===== src/rtl/lamp_pkg.sv =====
// lamp_pkg: shared state encodings and bit-timing helpers for the lamp's serial and LED paths.
package lamp_pkg;

    typedef enum logic [2:0] {
        IDLE      = 3'd0,
        START     = 3'd1,
        DATA      = 3'd2,
        PARITY    = 3'd3,
        STOP      = 3'd4,
        WAIT_HIGH = 3'd5
    } state_t;

    function automatic int clks_per_bit(input int freq, input int baud);
        return freq / baud;
    endfunction

    function automatic int cnt_width(input int cpb);
        return (cpb < 2) ? 1 : $clog2(cpb);
    endfunction

endpackage


===== src/rtl/lamp_sync.sv =====
// lamp_sync: generic 2-FF synchronizer with async reset and selectable reset value,
// shared by the UART receiver and the lamp's button inputs.
module lamp_sync #(
    parameter logic c_rst_val = 1'b1
) (
    input  logic i_clk,
    input  logic i_rst,
    input  logic i_d,
    output logic o_q
);

    logic r_meta;
    logic r_q;

    always_ff @(posedge i_clk or posedge i_rst) begin
        if (i_rst) begin
            r_meta <= c_rst_val;
            r_q    <= c_rst_val;
        end else begin
            r_meta <= i_d;
            r_q    <= r_meta;
        end
    end

    assign o_q = r_q;

endmodule


===== src/rtl/lamp_uart_rx.sv =====
// lamp_uart_rx: 8N1 UART command receiver delivering one byte per frame to the lamp logic.
// Define UART_RX_PARITY_EN to expect an even parity bit between data and stop bits.
module lamp_uart_rx
    import lamp_pkg::*;
#(
    parameter int c_freq = 12000000,
    parameter int c_baud = 115200
) (
    input  logic       i_clk,
    input  logic       i_rst,
    input  logic       i_rx,
    output logic [7:0] o_data,
    output logic       o_valid,
    output logic       o_frame_err,
    output logic       o_parity_err
);

    localparam int c_clks_per_bit = clks_per_bit(c_freq, c_baud);
    localparam int c_cnt_w        = cnt_width(c_clks_per_bit);
    localparam logic [c_cnt_w-1:0] c_half_m1 = c_cnt_w'(c_clks_per_bit / 2 - 1);
    localparam logic [c_cnt_w-1:0] c_full_m1 = c_cnt_w'(c_clks_per_bit - 1);

    state_t             r_state;
    state_t             w_next;
    logic [c_cnt_w-1:0] r_cnt;
    logic [2:0]         r_bit_idx;
    logic [7:0]         r_shift;
    logic [7:0]         r_data;
    logic               r_valid;
    logic               r_frame_err;

    logic w_rx;
    logic w_half;
    logic w_full;
    logic w_cnt_clr;
    logic w_shift;
    logic w_load;
    logic w_frame;

    lamp_sync #(.c_rst_val(1'b1)) u_sync (
        .i_clk (i_clk),
        .i_rst (i_rst),
        .i_d   (i_rx),
        .o_q   (w_rx)
    );

    assign w_half = (r_cnt == c_half_m1);
    assign w_full = (r_cnt == c_full_m1);

`ifdef UART_RX_PARITY_EN
    logic r_par;
    logic r_parity_err;
    logic w_par_smp;
    logic w_perr;
    logic w_par_bad;

    assign w_par_bad    = ^{r_shift, r_par};
    assign o_parity_err = r_parity_err;
`else
    assign o_parity_err = 1'b0;
`endif

    always_ff @(posedge i_clk or posedge i_rst) begin
        if (i_rst) begin
            r_state <= IDLE;
        end else begin
            r_state <= w_next;
        end
    end

    // The start check lands one cycle early so that the 2-FF latency is absorbed and
    // every later sample sits at the middle of its bit.
    always_comb begin
        w_next    = r_state;
        w_cnt_clr = 1'b0;
        w_shift   = 1'b0;
        w_load    = 1'b0;
        w_frame   = 1'b0;
`ifdef UART_RX_PARITY_EN
        w_par_smp = 1'b0;
        w_perr    = 1'b0;
`endif
        case (r_state)
            IDLE: begin
                if (!w_rx) begin
                    w_cnt_clr = 1'b1;
                    w_next    = START;
                end
            end
            START: begin
                if (w_half) begin
                    w_cnt_clr = 1'b1;
                    w_next    = w_rx ? IDLE : DATA;
                end
            end
            DATA: begin
                if (w_full) begin
                    w_cnt_clr = 1'b1;
                    w_shift   = 1'b1;
                    if (r_bit_idx == 3'd7) begin
`ifdef UART_RX_PARITY_EN
                        w_next = PARITY;
`else
                        w_next = STOP;
`endif
                    end
                end
            end
`ifdef UART_RX_PARITY_EN
            PARITY: begin
                if (w_full) begin
                    w_cnt_clr = 1'b1;
                    w_par_smp = 1'b1;
                    w_next    = STOP;
                end
            end
`endif
            STOP: begin
                if (w_full) begin
                    w_cnt_clr = 1'b1;
                    if (!w_rx) begin
                        w_frame = 1'b1;
                        w_next  = WAIT_HIGH;
                    end
`ifdef UART_RX_PARITY_EN
                    else if (w_par_bad) begin
                        w_perr = 1'b1;
                        w_next = IDLE;
                    end
`endif
                    else begin
                        w_load = 1'b1;
                        w_next = IDLE;
                    end
                end
            end
            WAIT_HIGH: begin
                if (w_rx) begin
                    w_next = IDLE;
                end
            end
            default: w_next = IDLE;
        endcase
    end

    always_ff @(posedge i_clk or posedge i_rst) begin
        if (i_rst) begin
            r_cnt       <= '0;
            r_bit_idx   <= '0;
            r_shift     <= '0;
            r_data      <= '0;
            r_valid     <= 1'b0;
            r_frame_err <= 1'b0;
        end else begin
            r_cnt       <= w_cnt_clr ? '0 : r_cnt + 1'b1;
            r_valid     <= w_load;
            r_frame_err <= w_frame;
            if (r_state == START) begin
                r_bit_idx <= '0;
            end else if (w_shift) begin
                r_bit_idx <= r_bit_idx + 3'd1;
            end
            if (w_shift) begin
                r_shift <= {w_rx, r_shift[7:1]};
            end
            if (w_load) begin
                r_data <= r_shift;
            end
        end
    end

`ifdef UART_RX_PARITY_EN
    always_ff @(posedge i_clk or posedge i_rst) begin
        if (i_rst) begin
            r_par        <= 1'b0;
            r_parity_err <= 1'b0;
        end else begin
            r_parity_err <= w_perr;
            if (w_par_smp) begin
                r_par <= w_rx;
            end
        end
    end
`endif

    assign o_data      = r_data;
    assign o_valid     = r_valid;
    assign o_frame_err = r_frame_err;

endmodule


===== config.mk =====
export PLATFORM = sky130hd
export DESIGN_NAME = lamp_uart_rx
export DESIGN_NICKNAME = d
export VERILOG_FILES = /design/src/rtl/lamp_pkg.sv /design/src/rtl/lamp_sync.sv /design/src/rtl/lamp_uart_rx.sv
export SDC_FILE = /design/constraint.sdc
export NUM_CORES = 1
export LEC_CHECK = 0
export CAP_MARGIN = 20
export CORE_MARGIN = 2
export CORE_UTILIZATION = 50
export CTS_CLUSTER_SIZE = 40
export DETAILED_ROUTE_END_ITERATION = 8
export GPL_TIMING_DRIVEN = 0
export PLACE_DENSITY_LB_ADDON = 0.25
export RECOVER_POWER = 50
export SYNTH_ARGS = -nofsm -noshare
export SYNTH_HDL_FRONTEND = slang
export SYNTH_SLANG_ARGS = --single-unit
export TNS_END_PERCENT = 100

===== constraint.sdc =====
create_clock -name i_clk -period 1.7 [get_ports i_clk]
set_input_delay 0.17 -clock i_clk [delete_from_list [all_inputs] [get_ports i_clk]]
set_output_delay 0.17 -clock i_clk [all_outputs]
set_load 0.02 [all_outputs]

After elaboration in Yosys (flattened, before gate mapping)
Cells that the tools add are included.

Bits of input ports: 3. Bits in latches: 0. Output and inout port bits: 11. Memories kept: 0. Bits in registers: 33. ROM bits: 0. RAM bits: 0.

$mul: 0. Muxes and demuxes: 22. Shift operators: 0. Reduce and logical (&&, ||, !) cells: 4. Divide/modulo/power cells: 0. Equality and inequality tests: 13. Magnitude comparators: 0. Bitwise gates (word level): 0. Add/sub/neg operators: 2.

Operator list (count): 3-bit 2-to-1 mux (9); 3-bit one-hot mux with 5 select lines (1); 2-bit inequality test, second input constant (5); 3-bit == test, second input constant (3); 1-bit 2-to-1 mux (9); 7-bit by 1-bit adder with 7-bit output, second input constant (1); 7-bit by 6-bit == test with 1-bit output, second input constant (1); 7-bit == test, second input constant (1); 7-bit 2-to-1 mux (1); 6-bit AND reduction (1); 3-bit by 1-bit adder with 3-bit output, second input constant (1); 3-bit by 1-bit == test with 1-bit output, second input constant (1); 3-bit by 2-bit == test with 1-bit output, second input constant (1); 3-bit zero test (1); 1-bit one-hot mux with 3 select lines (1); 2-bit 2-to-1 mux (1); 2-bit by 1-bit inequality test with 1-bit output, second input constant (1); 2-bit nonzero test (1); 2-bit OR reduction (1).

Longest topological paths before layout
Word-level depth: 5. Depth in mapped cells: 6. Depth with buffers taken out: 5.

Modules after synthesis
From an unflattened synthesis, not the netlist that was laid out.

Cells, all modules: 119. Area total of the unflattened synthesis: 1457.6 µm².

By module, submodules not included: lamp_uart_rx (area an instance 1401.3 µm², seq. area each 775.7 µm², instances 1, cells each 116); lamp_sync (area an instance 56.3 µm², seq. area each 52.6 µm², instances 1, cells each 3).

Worst setup path before layout
Ideal clock, no wire load.

Path type: register -> register. Start point: register r_cnt[0]. End point: register r_data[0], in the netlist o_data[0]. Slack: -92 ps. Period minus slack after synthesis: 1792 ps. Path buffers: 1. Cell stages (with the launch flop): 7. Arrival time: 1667 ps. Setup time: 125 ps. Data required time: 1575 ps. Path through: dfrtp_1 > ha_1 > and2_1 > clkbuf_8 > nand2_4 > nor4_4 > mux2_2.

Word-level cells in the longest chain between the ends: 3.

RTL lines: from (decl) (RTL line lamp_uart_rx.sv:25) `logic [c_cnt_w-1:0] r_cnt;`; from (signal assigned) (RTL line lamp_uart_rx.sv:155) `r_cnt <= w_cnt_clr ? '0 : r_cnt + 1'b1;`; 7-bit == test (RTL line lamp_uart_rx.sv:48) `assign w_full = (r_cnt == c_full_m1);`; 1-bit 2-to-1 mux (RTL line lamp_uart_rx.sv:119) `if (w_full) begin`; 1-bit 2-to-1 mux (RTL line lamp_uart_rx.sv:83) `case (r_state)`; named net w_load (RTL line lamp_uart_rx.sv:37) `logic w_load;`; to (signal assigned) (RTL line lamp_uart_rx.sv:167) `r_data <= r_shift;`; to (decl) (RTL line lamp_uart_rx.sv:28) `logic [7:0] r_data;`.

The timed path passes the listed nets, and every way through them passes these cells. A chain may end at the register's enable or synchronous reset.

Final worst setup path
Start point: register r_cnt[3]. End point: register r_data[6], in the netlist o_data[6].

The elaborated chain is that of the path after synthesis.

==> flow_summary.toml <==
[yosys]
synth_cell_types = 38
avgSynthCellArea_sq_um = 12.23
syn_area_sq_um = 1480
ys_warn_count = 0
ys_seq_area_share_pct = 55.96
synth_top_area_share_pct = 52.41
synth_flop_cell = "dfrtp_1"
syn_nets = 127
synth_cells = 121
synth_edf_count = 0
async_flop_share_pct = 100.0
yosys_register_bits = 33
synth_area_leader_cell = "dfrtp_1"
synth_area_leaders = "dfrtp_1 (52%), mux2_2 (11%), dfstp_2 (3.6%)"

[worst_hold_path]
min-delay-path-class = "in2async"

[power_and_ir_drop]
power.total_mw = 1.225
p_leak_nw = 0.8700
vdd.ir_drop.worst_mv = 0.6068
p_per_area_nw_per_um2 = 676.8

[drt]
drt-pass1-iter-count = 4
drc = 0
routed-via-count = 985
antenna_left = 0
routedWlPerCell_um = 14.27
drt_wl_total_um = 2569
drtIter0Drc = 37
drt-vias-per-instance = 5.472

[placed_design]
dp_hpwl_um = 1689
dp.cells = 165
portBuffers = 12
placed_area_sq_um = 1667
routabilityCongestion = 0.7499
pre_cts_slack_ns = -0.3683

[cts]
cts_num_sinks = 33
clockRootBuffer = "clkbuf_4"
numCtsBuffers = 5
clk_latency_ns = 0.32
ctsHoldBuffers = 0
cts_tree = "done"
path_clk_slew_ns = 0.10
cts_max_level = 2
clockBufferDepth = 2

[sta]
skew_ns = 0.008985
max_freq_mhz = 582.0
drv_slew = 0
final-setup-viol-count = 8
fin_ws_ns = -0.01807
finalSetupTns_ns = -0.08873
slew_headroom_pct = 63.03
fin_crit_ns = 1.718
hold_viol_final = 0
worst_slew_pin_slew_ns = 0.5546
rsz0062_at_grt = "true"
min_period_over_period_pct = 101.1

[floorplan]
num_rows = 19
fp.dieW_um = 58.41
die_h_um = 58.41
coreArea_sq_um = 2781
initial_core_util_pct = 53.22
ios = 14
dieArea_sq_um = 3412

[outcome]
status = "finished with violations"
violations = "negative setup slack"

[final_layout]
drive_gt1_share_pct = 30.20
final_cell_mix = "dfrtp_1 (30), mux2_2 (15), nor2_1 (10), clkdlybuf4s50_1 (10), nand2_1 (9)"
fin_cells = 180
syn_to_final_growth_pct = 22.32
final_nets = 154
final_common_cell = "dfrtp_1"
n_fill_cell = 221
postLayoutCellArea_sq_um = 1810
seq_area_sq_um = 829.5
multi_input_comb_area_sq_um = 640.6
n_antenna_cell = 0

[critical_path]
rrSetupSlack_ns = -0.02
crit_required_ns = 1.91
reg2reg_from = "r_cnt[3]"
r2r-end = "o_data[6]"
cp-start-kind = "flop"
path_cells = "and4bb_1 -> buf_6 -> nand2_4 -> nor4_4 -> buf_12 -> mux2_2"
cp_max_fo = 9
reg2reg_depth = 6
end_kind = "flop"
crit_type = "reg2reg"
cpPeakStageDelay_ns = 0.44
arrival_ns = 1.93
crit_slowest_cell = "dfrtp_2"

[global_routing]
overflow = 0
grt_max_degree = 25
grtUsageTotal_pct = 16.84
first_global_vias = 946
grt_pass1_wl_um = 4291
antenna_found_initial = 0

[run]
maxCapViolCount = 0
area by class of cell:
cell class | instances | area share (%)
Sequential cell | 33 | 45.82
Clock inverter | 2 | 0.5529
Multi-Input combinational cell | 79 | 35.38
Inverter | 3 | 0.6220
Timing Repair Buffer | 21 | 10.92
Clock buffer | 6 | 2.281
Buffer | 5 | 2.281
Tap cell | 31 | 2.142
cell usage after synthesis, types with 2 or more instances:
library cell / number
dfrtp_1: 31
mux2_2: 15
nor2_1: 10
nand2_1: 9
nand3_1: 6
a21oi_1: 4
clkbuf_1: 3
ha_1: 3
inv_1: 3
xor2_1: 3
a31oi_1: 2
dfstp_2: 2
nor2b_1: 2
o211ai_1: 2
o21ai_0: 2
xnor2_1: 2
power by group:
| part | switching (mW) | total (mW) | internal (mW) |
|---|---|---|---|
| registers | 0.00211 | 0.791 | 0.789 |
| logic | 0.0207 | 0.0278 | 0.00712 |
| clock network | 0.249 | 0.407 | 0.158 |
metrics by stage:
stage / hold slack (ns) / util [%]
after floorplan: 0.1745 / -
after global placement: 0.3468 / 58.93
after detailed placement: 0.3503 / 59.92
after CTS: 0.1701 / 63.52
after global routing: 0.2938 / 65.09
final: 0.2634 / 65.09
state kept, by name, indices dropped and copies added (netlist names):
name and count:
r_shift 8, o_data 8, r_state 3, o_valid 1, o_frame_err 1, u_sync.r_meta 1
r_cnt 7, r_bit_idx 3, u_sync.o_q 1
worst max-delay path, delay by kind of cell (launching register included):
kind / cells / cell delay, ns
buf+inv: 2 / 0.32
mux: 1 / 0.33
flops: 1 / 0.44
simple gates: 3 / 0.52
how the worst max path moves through the flow:
stage                endpoint  cells after the start      from
floorplan           o_data[0]                      6  r_cnt[0]
global placement    o_data[5]                      6  r_cnt[0]
detailed placement  o_data[6]                      6  r_cnt[0]
CTS                 o_data[6]                      7  r_cnt[0]
global route        o_data[7]                      6  r_cnt[3]
finish              o_data[6]                      6  r_cnt[3]
layer usage:
| metal | up-vias | GRT usage, % | part of all wire, % |
|---|---|---|---|
| met4 | 0 | 6.977 | 1.2 |
| met1 | 482 | 23.28 | 48 |
| met5 | - | 0 | 0 |
| li1 | 478 | - | - |
| met2 | 21 | 24.56 | 47 |
| met3 | 4 | 5.275 | 4.0 |
logic make-up after synthesis:
| family | after synthesis | synth area share [%] |
|---|---|---|
| simple gates | 40 | 16.40 |
| flops | 33 | 55.96 |
| compound gates | 15 | 6.763 |
| mux | 15 | 11.41 |
| buf+inv | 9 | 3.719 |
| xor+xnor | 5 | 2.959 |
| fa+ha+maj | 3 | 2.536 |
| other cells | 1 | 0.2533 |
what timing repair did:
action | 4_1_cts | 5_1_grt
buffers inserted | 1 | 7
resized for setup | 4 | 5
setup endpoints to repair | 21 | 22
pin swaps | 1 | 2
No activity file was read; power rests on OpenSTA's default activity.
